## config.mk

```make
export PLATFORM = sky130hd
export DESIGN_NAME = ysyx_25040111_lsu_rd_master_flat
export DESIGN_NICKNAME = d
export VERILOG_FILES = /design/src/rtl/ysyx_25040111_lsu_rd_master_pkg.sv /design/src/rtl/ysyx_25040111_lsu_rd_master_if.sv /design/src/rtl/ysyx_25040111_load_ext.sv /design/src/rtl/ysyx_25040111_lsu_rd_master.sv /design/src/flat_wrapper.sv
export SDC_FILE = /design/constraint.sdc
export NUM_CORES = 1
export LEC_CHECK = 0
export CAP_MARGIN = 15
export CELL_PAD_IN_SITES_DETAIL_PLACEMENT = 1
export CELL_PAD_IN_SITES_GLOBAL_PLACEMENT = 2
export CORE_MARGIN = 8
export CORE_UTILIZATION = 24
export DETAILED_ROUTE_END_ITERATION = 10
export HOLD_SLACK_MARGIN = 0.06
export PLACE_DENSITY = 0.8
export SLEW_MARGIN = 20
export SYNTH_ARGS = -nofsm -noshare
export SYNTH_HDL_FRONTEND = slang
export SYNTH_HIERARCHICAL = 1
export SYNTH_SLANG_ARGS = --single-unit
```

## constraint.sdc

```tcl
create_clock -name clk -period 1.76 [get_ports clk]
set_input_delay 0.176 -clock clk [delete_from_list [all_inputs] [get_ports clk]]
set_output_delay 0.176 -clock clk [all_outputs]
set_load 0.05 [all_outputs]
```

## src/rtl/ysyx_25040111_lsu_rd_master_pkg.sv

```systemverilog
// Shared types for the LSU load path: access sizes, AXI response codes, FSM states.
package ysyx_25040111_lsu_rd_master_pkg;

  typedef enum logic [1:0] {
    SIZE_B   = 2'd0,
    SIZE_H   = 2'd1,
    SIZE_W   = 2'd2,
    SIZE_RSV = 2'd3
  } size_e;

  localparam logic [1:0] RESP_OKAY   = 2'b00;
  localparam logic [1:0] RESP_SLVERR = 2'b10;
  localparam logic [1:0] RESP_DECERR = 2'b11;

  typedef enum logic [1:0] {
    S_IDLE = 2'd0,
    S_AR   = 2'd1,
    S_R    = 2'd2,
    S_RESP = 2'd3
  } state_e;

  // Requests that must never reach the bus: misaligned half/word or reserved size.
  function automatic logic bad_req(input size_e size, input logic [1:0] off);
    case (size)
      SIZE_B:  return 1'b0;
      SIZE_H:  return off[0];
      SIZE_W:  return off != 2'b00;
      default: return 1'b1;
    endcase
  endfunction

endpackage

```

## src/rtl/ysyx_25040111_lsu_rd_master_if.sv

```systemverilog
// Core load request/response plus AXI4-Lite AR/R channel bundle.
interface ysyx_25040111_lsu_rd_master_if;
  logic        req_valid;
  logic        req_ready;
  logic [31:0] req_addr;
  logic [1:0]  req_size;
  logic        req_signed;
  logic        rsp_valid;
  logic        rsp_ready;
  logic [31:0] rsp_data;
  logic        rsp_err;
  logic [31:0] araddr;
  logic        arvalid;
  logic        arready;
  logic [31:0] rdata;
  logic [1:0]  rresp;
  logic        rvalid;
  logic        rready;

  modport master (
    input  req_valid, req_addr, req_size, req_signed, rsp_ready,
           arready, rdata, rresp, rvalid,
    output req_ready, rsp_valid, rsp_data, rsp_err, araddr, arvalid, rready
  );

  modport slave (
    output req_valid, req_addr, req_size, req_signed, rsp_ready,
           arready, rdata, rresp, rvalid,
    input  req_ready, rsp_valid, rsp_data, rsp_err, araddr, arvalid, rready
  );
endinterface

```

## src/rtl/ysyx_25040111_load_ext.sv

```systemverilog
// Byte/half/word lane select and sign/zero extension of a 32-bit read beat.
module ysyx_25040111_load_ext
  import ysyx_25040111_lsu_rd_master_pkg::*;
(
  input  logic [31:0] rdata,
  input  logic [1:0]  off,
  input  size_e       size,
  input  logic        sgn,
  output logic [31:0] data
);
  logic [31:0] sh;

  always_comb begin
    sh = rdata >> {off, 3'b000};
    case (size)
      SIZE_B:  data = {{24{sgn & sh[7]}}, sh[7:0]};
      SIZE_H:  data = {{16{sgn & sh[15]}}, sh[15:0]};
      SIZE_W:  data = sh;
      default: data = '0;
    endcase
  end
endmodule

```

## src/rtl/ysyx_25040111_lsu_rd_master.sv

```systemverilog
// AXI4-Lite single-outstanding read initiator for core loads, with a bus-time watchdog pulse.
module ysyx_25040111_lsu_rd_master
  import ysyx_25040111_lsu_rd_master_pkg::*;
#(
  parameter int TIMEOUT_CYC = 1024
) (
  input  logic                            clk,
  input  logic                            rst_n,
  ysyx_25040111_lsu_rd_master_if.master   bus,
  output logic                            timeout
);
  localparam int CNT_W = $clog2(TIMEOUT_CYC + 1);

  state_e             state_q, state_d;
  logic [1:0]         off_q, off_d;
  size_e              size_q, size_d;
  logic               sgn_q, sgn_d;
  logic               req_ready_q, req_ready_d;
  logic               arvalid_q, arvalid_d;
  logic [31:0]        araddr_q, araddr_d;
  logic               rready_q, rready_d;
  logic               rsp_valid_q, rsp_valid_d;
  logic [31:0]        rsp_data_q, rsp_data_d;
  logic               rsp_err_q, rsp_err_d;
  logic [CNT_W-1:0]   cnt_q, cnt_d;
  logic               timeout_q, timeout_d;
  logic [31:0]        ext_data;
  size_e              req_size;

  assign req_size = size_e'(bus.req_size);

  ysyx_25040111_load_ext u_ext (
    .rdata (bus.rdata),
    .off   (off_q),
    .size  (size_q),
    .sgn   (sgn_q),
    .data  (ext_data)
  );

  always_comb begin
    state_d     = state_q;
    off_d       = off_q;
    size_d      = size_q;
    sgn_d       = sgn_q;
    req_ready_d = req_ready_q;
    arvalid_d   = arvalid_q;
    araddr_d    = araddr_q;
    rready_d    = rready_q;
    rsp_valid_d = rsp_valid_q;
    rsp_data_d  = rsp_data_q;
    rsp_err_d   = rsp_err_q;
    cnt_d       = cnt_q;
    timeout_d   = 1'b0;

    // Watchdog only observes; it never steers the FSM.
    if (state_q == S_AR || state_q == S_R) begin
      if (cnt_q != CNT_W'(TIMEOUT_CYC)) cnt_d = cnt_q + CNT_W'(1);
      if (cnt_q == CNT_W'(TIMEOUT_CYC - 1)) timeout_d = 1'b1;
    end

    case (state_q)
      S_IDLE: begin
        req_ready_d = 1'b1;
        if (bus.req_valid && req_ready_q) begin
          req_ready_d = 1'b0;
          off_d       = bus.req_addr[1:0];
          size_d      = req_size;
          sgn_d       = bus.req_signed;
          if (bad_req(req_size, bus.req_addr[1:0])) begin
            state_d     = S_RESP;
            rsp_valid_d = 1'b1;
            rsp_err_d   = 1'b1;
            rsp_data_d  = '0;
          end else begin
            state_d   = S_AR;
            arvalid_d = 1'b1;
            araddr_d  = {bus.req_addr[31:2], 2'b00};
            cnt_d     = '0;
          end
        end
      end
      S_AR: begin
        if (bus.arready) begin
          state_d   = S_R;
          arvalid_d = 1'b0;
          rready_d  = 1'b1;
        end
      end
      S_R: begin
        if (bus.rvalid) begin
          state_d     = S_RESP;
          rready_d    = 1'b0;
          rsp_valid_d = 1'b1;
          rsp_data_d  = ext_data;
          rsp_err_d   = bus.rresp != RESP_OKAY;
        end
      end
      S_RESP: begin
        // Leaving with req_ready low gives one dead IDLE cycle between loads.
        if (bus.rsp_ready) begin
          state_d     = S_IDLE;
          rsp_valid_d = 1'b0;
        end
      end
      default: state_d = S_IDLE;
    endcase
  end

  always_ff @(posedge clk) begin
    if (!rst_n) begin
      state_q     <= S_IDLE;
      off_q       <= '0;
      size_q      <= SIZE_B;
      sgn_q       <= 1'b0;
      req_ready_q <= 1'b0;
      arvalid_q   <= 1'b0;
      araddr_q    <= '0;
      rready_q    <= 1'b0;
      rsp_valid_q <= 1'b0;
      rsp_data_q  <= '0;
      rsp_err_q   <= 1'b0;
      cnt_q       <= '0;
      timeout_q   <= 1'b0;
    end else begin
      state_q     <= state_d;
      off_q       <= off_d;
      size_q      <= size_d;
      sgn_q       <= sgn_d;
      req_ready_q <= req_ready_d;
      arvalid_q   <= arvalid_d;
      araddr_q    <= araddr_d;
      rready_q    <= rready_d;
      rsp_valid_q <= rsp_valid_d;
      rsp_data_q  <= rsp_data_d;
      rsp_err_q   <= rsp_err_d;
      cnt_q       <= cnt_d;
      timeout_q   <= timeout_d;
    end
  end

  assign bus.req_ready = req_ready_q;
  assign bus.arvalid   = arvalid_q;
  assign bus.araddr    = araddr_q;
  assign bus.rready    = rready_q;
  assign bus.rsp_valid = rsp_valid_q;
  assign bus.rsp_data  = rsp_data_q;
  assign bus.rsp_err   = rsp_err_q;
  assign timeout       = timeout_q;

endmodule

```

## src/flat_wrapper.sv

```systemverilog
// flat-port wrapper written by rule: the top's interface ports become plain ports
module ysyx_25040111_lsu_rd_master_flat import ysyx_25040111_lsu_rd_master_pkg::*;
#(
  parameter int TIMEOUT_CYC = 1024
)
  (clk, rst_n, timeout, bus_req_valid, bus_req_addr, bus_req_size, bus_req_signed, bus_rsp_ready, bus_arready, bus_rdata, bus_rresp, bus_rvalid, bus_req_ready, bus_rsp_valid, bus_rsp_data, bus_rsp_err, bus_araddr, bus_arvalid, bus_rready);
  ysyx_25040111_lsu_rd_master_if bus_i ();
  input  logic clk;
  input  logic rst_n;
  output logic timeout;
  input wire logic [$bits(bus_i.req_valid)-1:0] bus_req_valid;
  input wire logic [$bits(bus_i.req_addr)-1:0] bus_req_addr;
  input wire logic [$bits(bus_i.req_size)-1:0] bus_req_size;
  input wire logic [$bits(bus_i.req_signed)-1:0] bus_req_signed;
  input wire logic [$bits(bus_i.rsp_ready)-1:0] bus_rsp_ready;
  input wire logic [$bits(bus_i.arready)-1:0] bus_arready;
  input wire logic [$bits(bus_i.rdata)-1:0] bus_rdata;
  input wire logic [$bits(bus_i.rresp)-1:0] bus_rresp;
  input wire logic [$bits(bus_i.rvalid)-1:0] bus_rvalid;
  output wire logic [$bits(bus_i.req_ready)-1:0] bus_req_ready;
  output wire logic [$bits(bus_i.rsp_valid)-1:0] bus_rsp_valid;
  output wire logic [$bits(bus_i.rsp_data)-1:0] bus_rsp_data;
  output wire logic [$bits(bus_i.rsp_err)-1:0] bus_rsp_err;
  output wire logic [$bits(bus_i.araddr)-1:0] bus_araddr;
  output wire logic [$bits(bus_i.arvalid)-1:0] bus_arvalid;
  output wire logic [$bits(bus_i.rready)-1:0] bus_rready;
  assign bus_i.req_valid = bus_req_valid;
  assign bus_i.req_addr = bus_req_addr;
  assign bus_i.req_size = bus_req_size;
  assign bus_i.req_signed = bus_req_signed;
  assign bus_i.rsp_ready = bus_rsp_ready;
  assign bus_i.arready = bus_arready;
  assign bus_i.rdata = bus_rdata;
  assign bus_i.rresp = bus_rresp;
  assign bus_i.rvalid = bus_rvalid;
  assign bus_req_ready = bus_i.req_ready;
  assign bus_rsp_valid = bus_i.rsp_valid;
  assign bus_rsp_data = bus_i.rsp_data;
  assign bus_rsp_err = bus_i.rsp_err;
  assign bus_araddr = bus_i.araddr;
  assign bus_arvalid = bus_i.arvalid;
  assign bus_rready = bus_i.rready;
  ysyx_25040111_lsu_rd_master #(.TIMEOUT_CYC(TIMEOUT_CYC)) u_core (.clk(clk), .rst_n(rst_n), .bus(bus_i), .timeout(timeout));
endmodule
```

==> metrics.cfg, run 1 <==
[timing]
fin_skew_ns=0.00923
final_hold_viol_count=0
slew_viol_final=0
tightest_slew_ns=0.614
finalCriticalPeriod_ns=1.73
max_freq_ghz=0.578
rsz0062_at_grt=true
slew_headroom=0.585
hold_ws_ns=0.365
setup_viol=0
fin_crit_sh=0.983

[logic_synthesis]
synth_top_area_share=0.411
yosysWarnings=6
async_flop_share=0
synthesis.area_um2=4190
synth-seq-cells=86
yosysSeqAreaShare=0.411
yosys.area.top_type=dfxtp_1
synth_edf_count=0
synthTopCellsByCount=nand2_1 (95), dfxtp_1 (86), a22o_1 (30)
ys_types=56
synth_most_common_cell=nand2_1
synth_cells=468
synthFlopType=dfxtp_1
synth_area_per_cell_um2=8.95
netlist_top_cells_area=dfxtp_1 (41%), nand2_1 (8.5%), a22o_1 (6.3%), mux2i_1 (4.3%), a21boi_1 (3.4%)

[worst_setup_path]
cp.arrival_ns=1.55
start_kind=flip-flop
crit_type=reg -> out
regToRegSetupSlack_ns=0.05
r2r-start=u_core/state_q[1]
worst_setup_path_end_kind=output pin
crit_fanout=2
worstPathCellList=clkdlybuf4s50_1
rr_endpoint=u_core/bus.rsp_data[31]
critPathTopFamily=buffers and inverters
slowest_delay_ns=0.83
crit_path_top_delay_cell=clkdlybuf4s50_1
cp.required_ns=1.58
path_buf_inv=1
worstRegToRegCells=7

[outcome]
status=completed

[floorplan]
top_level_ports=145
rows=48
die_area_um2=21900
initial_core_util=0.244
coreArea_um2=17200
die_h_um=148
fp.dieW_um=148

[flow_run]
maxCapViolCount=0

[detailed_routing]
viasPerCell=4.77
drt_wl_total_um=15900
drt-pass1-iter-count=4
antenna_left=0
drc=0
drt-initial-drc-count=184
num_vias=4118
routedWlPerCell_um=18.5

[power_and_ir_drop]
peakVddDrop_mv=0.456
powerDensity_nw_per_um2=1040
power.static_leakage_nw=2.51

[grt]
grt_max_degree=41
grt_pass1_vias=4401
antenna_found_initial=0
grt_use_total=0.141
grt_pass1_wl_um=24400
overflow=0

[cells_and_area]
num_antenna_cells=0
drive_gt1_frac=0.158
nNetsFinal=714
n_fill_cell=2009
postLayoutCellArea_um2=6400
area_growth_pct=53.0

[place]
gp_congestion=0.841
dp_hpwl_um=11500
place_area_um2=5980
port_buffers=142

[clock_network]
clock_path_buffers=2
clkTransAtPathRegs_ns=0.07
cts_made_buffers=9
clock_sinks=86
cts_max_level=3
cts-root-buf=clkbuf_16
tritoncts=done
cts_hold_buf=0
worstSkewPairLatency_ns=0.36

[min_path]
worstHoldPathCells=3
worst_hold_path.endpoint=u_core/bus.araddr[12]
hp-class=in -> reg
min_from=bus_req_addr[12]

[worst max-delay path by stage]
stage,start,end,slack (ns),depth (start not counted)
CTS,u_core/state_q[1],u_core/bus.rsp_data[31],0.002,7
floorplan,u_core/state_q[0],u_core/bus.rsp_data[10],0.07,8
global route,u_core/state_q[0],u_core/state_q[1],-0.04,7
global placement,bus_req_addr[0],u_core/bus.rsp_data[31],-0.09,5
detailed placement,bus_req_addr[0],u_core/bus.rsp_data[27],-0.17,5
finish,u_core/bus.rsp_data[15],bus_rsp_data[15],0.03,1
[area by class of cell]
class	instances	area, um2	share of cell area
Multi-Input combinational cell	342	2240	0.350
Inverter	8	30.0	0.00469
Sequential cell	86	1730	0.270
Clock buffer	9	225	0.0352
Clock inverter	7	65.1	0.0102
Timing Repair Buffer	186	1830	0.286
Tap cell	225	282	0.0440
[logic make-up (layout without fill, tap and decap cells)]
group,count (synthesis),count (layout),share of synthesized area
other cells,1,2,0.000896
mux,19,19,0.0484
compound gates,132,132,0.244
flops,86,86,0.411
buf+inv,44,210,0.0696
fa+ha+maj,6,6,0.0179
xor+xnor,11,11,0.0230
simple gates,169,172,0.184
[metrics by stage]
step                      TNS (ns)   util  total power, W  setup slack (ns)  instances
after floorplan                  0      -         0.00369            0.0671        469
after global placement       -3.63  0.348         0.00456           -0.0929        841
after detailed placement     -6.82  0.348         0.00463            -0.168        841
after CTS                        0  0.367         0.00667           0.00150        861
after global routing        -0.153  0.373         0.00700           -0.0417        863
final                            0  0.373         0.00663            0.0297        863
[state kept, by name, indices dropped and copies added (netlist names)]
register,count
u_core/state_q,2
u_core/bus.rready,1
u_core/bus.rsp_data,32
u_core/bus.rsp_valid,1
u_core/off_q,2
u_core/bus.req_ready,1
u_core/timeout,1
u_core/bus.araddr,30
u_core/cnt_q,11
u_core/bus.rsp_err,1
u_core/sgn_q,1
u_core/size_q,2
u_core/bus.arvalid,1
[power by group]
group	total, W	internal [W]	switching (W)
clock	0.00190	0.000993	0.000912
sequential	0.00224	0.00211	0.000128
combinational	0.00249	0.00107	0.00142
[placed cells by master, fill, tap and decap left out, types with 3 or more instances in the layout]
| master | count |
|---|---|
| clkdlybuf4s50_1 | 122 |
| nand2_1 | 95 |
| dfxtp_1 | 82 |
| buf_4 | 49 |
| a22o_1 | 30 |
| nor2_1 | 27 |
| a21boi_1 | 20 |
| mux2i_1 | 18 |
| a21boi_0 | 15 |
| a211oi_1 | 15 |
| nor2b_1 | 12 |
| clkbuf_16 | 11 |
| a21oi_1 | 11 |
| o21ai_1 | 9 |
| inv_1 | 8 |
| o31ai_1 | 8 |
| xnor2_1 | 7 |
| dlymetal6s2s_1 | 6 |
| nand4_1 | 6 |
| ha_1 | 5 |
| buf_12 | 5 |
| and4_4 | 4 |
| nor3_1 | 4 |
| nand3_1 | 4 |
| o21ai_0 | 4 |
| xor2_1 | 4 |
| dfxtp_2 | 4 |
| nand2b_1 | 3 |
| a31oi_1 | 3 |
[layer usage]
| metal | routed length [um] | global-route usage | vias to the layer above |
|---|---|---|---|
| met5 | 0 | 0 | - |
| met1 | 7160 | 0.169 | 1982 |
| met3 | 1250 | 0.0471 | 15 |
| li1 | - | - | 1983 |
| met2 | 7290 | 0.228 | 138 |
| met4 | 232 | 0.0556 | 0 |
[repair_timing]
action | CTS | global route
pin swaps | 4 | 3
endpoints found under the setup margin | 36 | 67
setup buffers | 1 | 0
gates resized for setup | 4 | 25
gates cloned | 3 | 2
Note: power is estimated with default switching activity, not from simulation.
==> inputs of run 2 (changes only) <==
--- a/config.mk
+++ b/config.mk
@@ -11,6 +11,7 @@
 export CORE_MARGIN = 8
 export CORE_UTILIZATION = 24
 export DETAILED_ROUTE_END_ITERATION = 10
+export GPL_TIMING_DRIVEN = 0
 export HOLD_SLACK_MARGIN = 0.06
 export PLACE_DENSITY = 0.8
 export SLEW_MARGIN = 20
==> metrics.cfg, run 2 (synthesis results as in run 1) <==
[min_path]
min_from=bus_req_addr[16]
worstHoldPathCells=3
hp-class=in -> reg

[clock_network]
cts_made_buffers=9
worstSkewPairLatency_ns=0.35
clkTransAtPathRegs_ns=0.07
clock_path_buffers=2
cts_hold_buf=0
cts_max_level=3
cts-root-buf=clkbuf_16
clock_sinks=86
tritoncts=done

[cells_and_area]
final_cell_mix=clkdlybuf4s50_1 (137), nand2_1 (95), dfxtp_1 (83)
nNetsFinal=710
multi_input_area_um2=2260
largest_reg_flops=32
n_fill_cell=2002
drive_gt1_frac=0.128
final_util=0.375
final_common_cell=clkdlybuf4s50_1
area_growth_pct=54.0
regArea_um2=1730
num_antenna_cells=0

[worst_setup_path]
path_depth=1
worstRegToRegCells=8
startpoint=u_core/bus.rsp_data[13]
critPathTopFamily=buffers and inverters
start_kind=flip-flop
path_buf_inv=1
cp.arrival_ns=1.54
crit_fanout=2
worst_setup_path_end_kind=output pin
slowest_delay_ns=0.85
r2r-start=u_core/state_q[1]
worstPathCellList=clkdlybuf4s50_1
crit_type=reg -> out
cp.required_ns=1.58
crit_path_top_delay_cell=clkdlybuf4s50_1

[floorplan]
die_area_um2=21900
top_level_ports=145
initial_core_util=0.244
coreArea_um2=17200
fp.dieW_um=148
die_h_um=148
rows=48

[power_and_ir_drop]
peakVddDrop_mv=0.633
pwr-share-clk=0.311
seqPwrFrac=0.327
comb_power_share=0.362
power.static_leakage_nw=2.42
p_sw_frac=0.351
powerDensity_nw_per_um2=1060
intPower_w=0.00444
switching_power_w=0.00240

[place]
gp_congestion=0.826
port_buffers=142
dp_hpwl_um=11700
dp_slack_ns=-0.356

[detailed_routing]
viasPerCell=4.65
drc=0
drt_wl_total_um=15000
antenna_left=0
num_vias=3996
drt-pass1-iter-count=4
routedWlPerCell_um=17.5
drt-initial-drc-count=168

[timing]
fin_ws_ns=0.0430
setup_viol=0
finalCriticalPeriod_ns=1.72
max_freq_ghz=0.582
setup_tns_ns=0
tightest_slew_ns=0.629
slew_headroom=0.578
rsz0062_at_grt=true
final_hold_viol_count=0
fin_crit_sh=0.976
fin_skew_ns=0.00513
slew_viol_final=0

[outcome]
status=completed

[grt]
overflow=0
grt_pass1_vias=4196
antenna_found_initial=0
grt_pass1_wl_um=23600
grt_max_degree=17
grt_use_total=0.135

[flow_run]
maxCapViolCount=0

run 2: cell type report:
cell class / instances / area share
Buffer: 35 / 0.0466
Clock buffer: 9 / 0.0349
Clock inverter: 7 / 0.0163
Inverter: 8 / 0.00504
Multi-Input combinational cell: 339 / 0.351
Sequential cell: 86 / 0.268
Tap cell: 225 / 0.0437
Timing Repair Buffer: 150 / 0.234
run 2: worst register-to-register path, stage by stage (launching register included):
cell and delay [ns]:
dfxtp_4 0.38, inv_4 0.05, ha_4 0.17, and2b_2 0.22, a22oi_2 0.15, and4_4 0.27, buf_12 0.14, clkbuf_16 0.14
a22o_1 0.12
run 2: worst paths after layout:
kind	endpoint	slack [ns]
max reg2reg	u_core/bus.rsp_data[16]	0.05
min reg2reg	u_core/bus.araddr[9]	0.45
max	bus_rsp_data[13]	0.04
min	u_core/bus.araddr[16]	0.38
run 2: metal layers:
layer,part of all wire,global-route usage,vias up
met5,0,0,-
met4,0.014,0.0454,0
met3,0.079,0.0465,13
met2,0.45,0.215,114
met1,0.46,0.168,1907
li1,-,-,1962
run 2: power groups by stage:
stage	logic, W	clock network, W	registers (W)
finish	0.00247	0.00212	0.00224
global route	0.00266	0.00229	0.00226
global placement	0.00213	0	0.00226
CTS	0.00236	0.00220	0.00223
detailed placement	0.00217	0	0.00227
floorplan	0.00107	0	0.00262
run 2: repair_timing:
item / 4_1_cts / 5_1_grt
cloned: 0 / 2
gates resized for setup: 25 / 18
endpoints found under the hold margin: 0 / 0
pin swaps: 3 / 8
setup endpoints to repair: 76 / 53
setup buffers: 3 / 3
run 2: through the flow:
| step | power (W) | hold slack (ns) | cells | area, um2 |
|---|---|---|---|---|
| after floorplan | 0.00369 | 0.311 | 469 | 4190 |
| after global placement | 0.00440 | 0.442 | 836 | 5890 |
| after detailed placement | 0.00444 | 0.451 | 836 | 5890 |
| after CTS | 0.00679 | 0.358 | 854 | 6320 |
| after global routing | 0.00721 | 0.386 | 859 | 6450 |
| final | 0.00684 | 0.375 | 859 | 6450 |
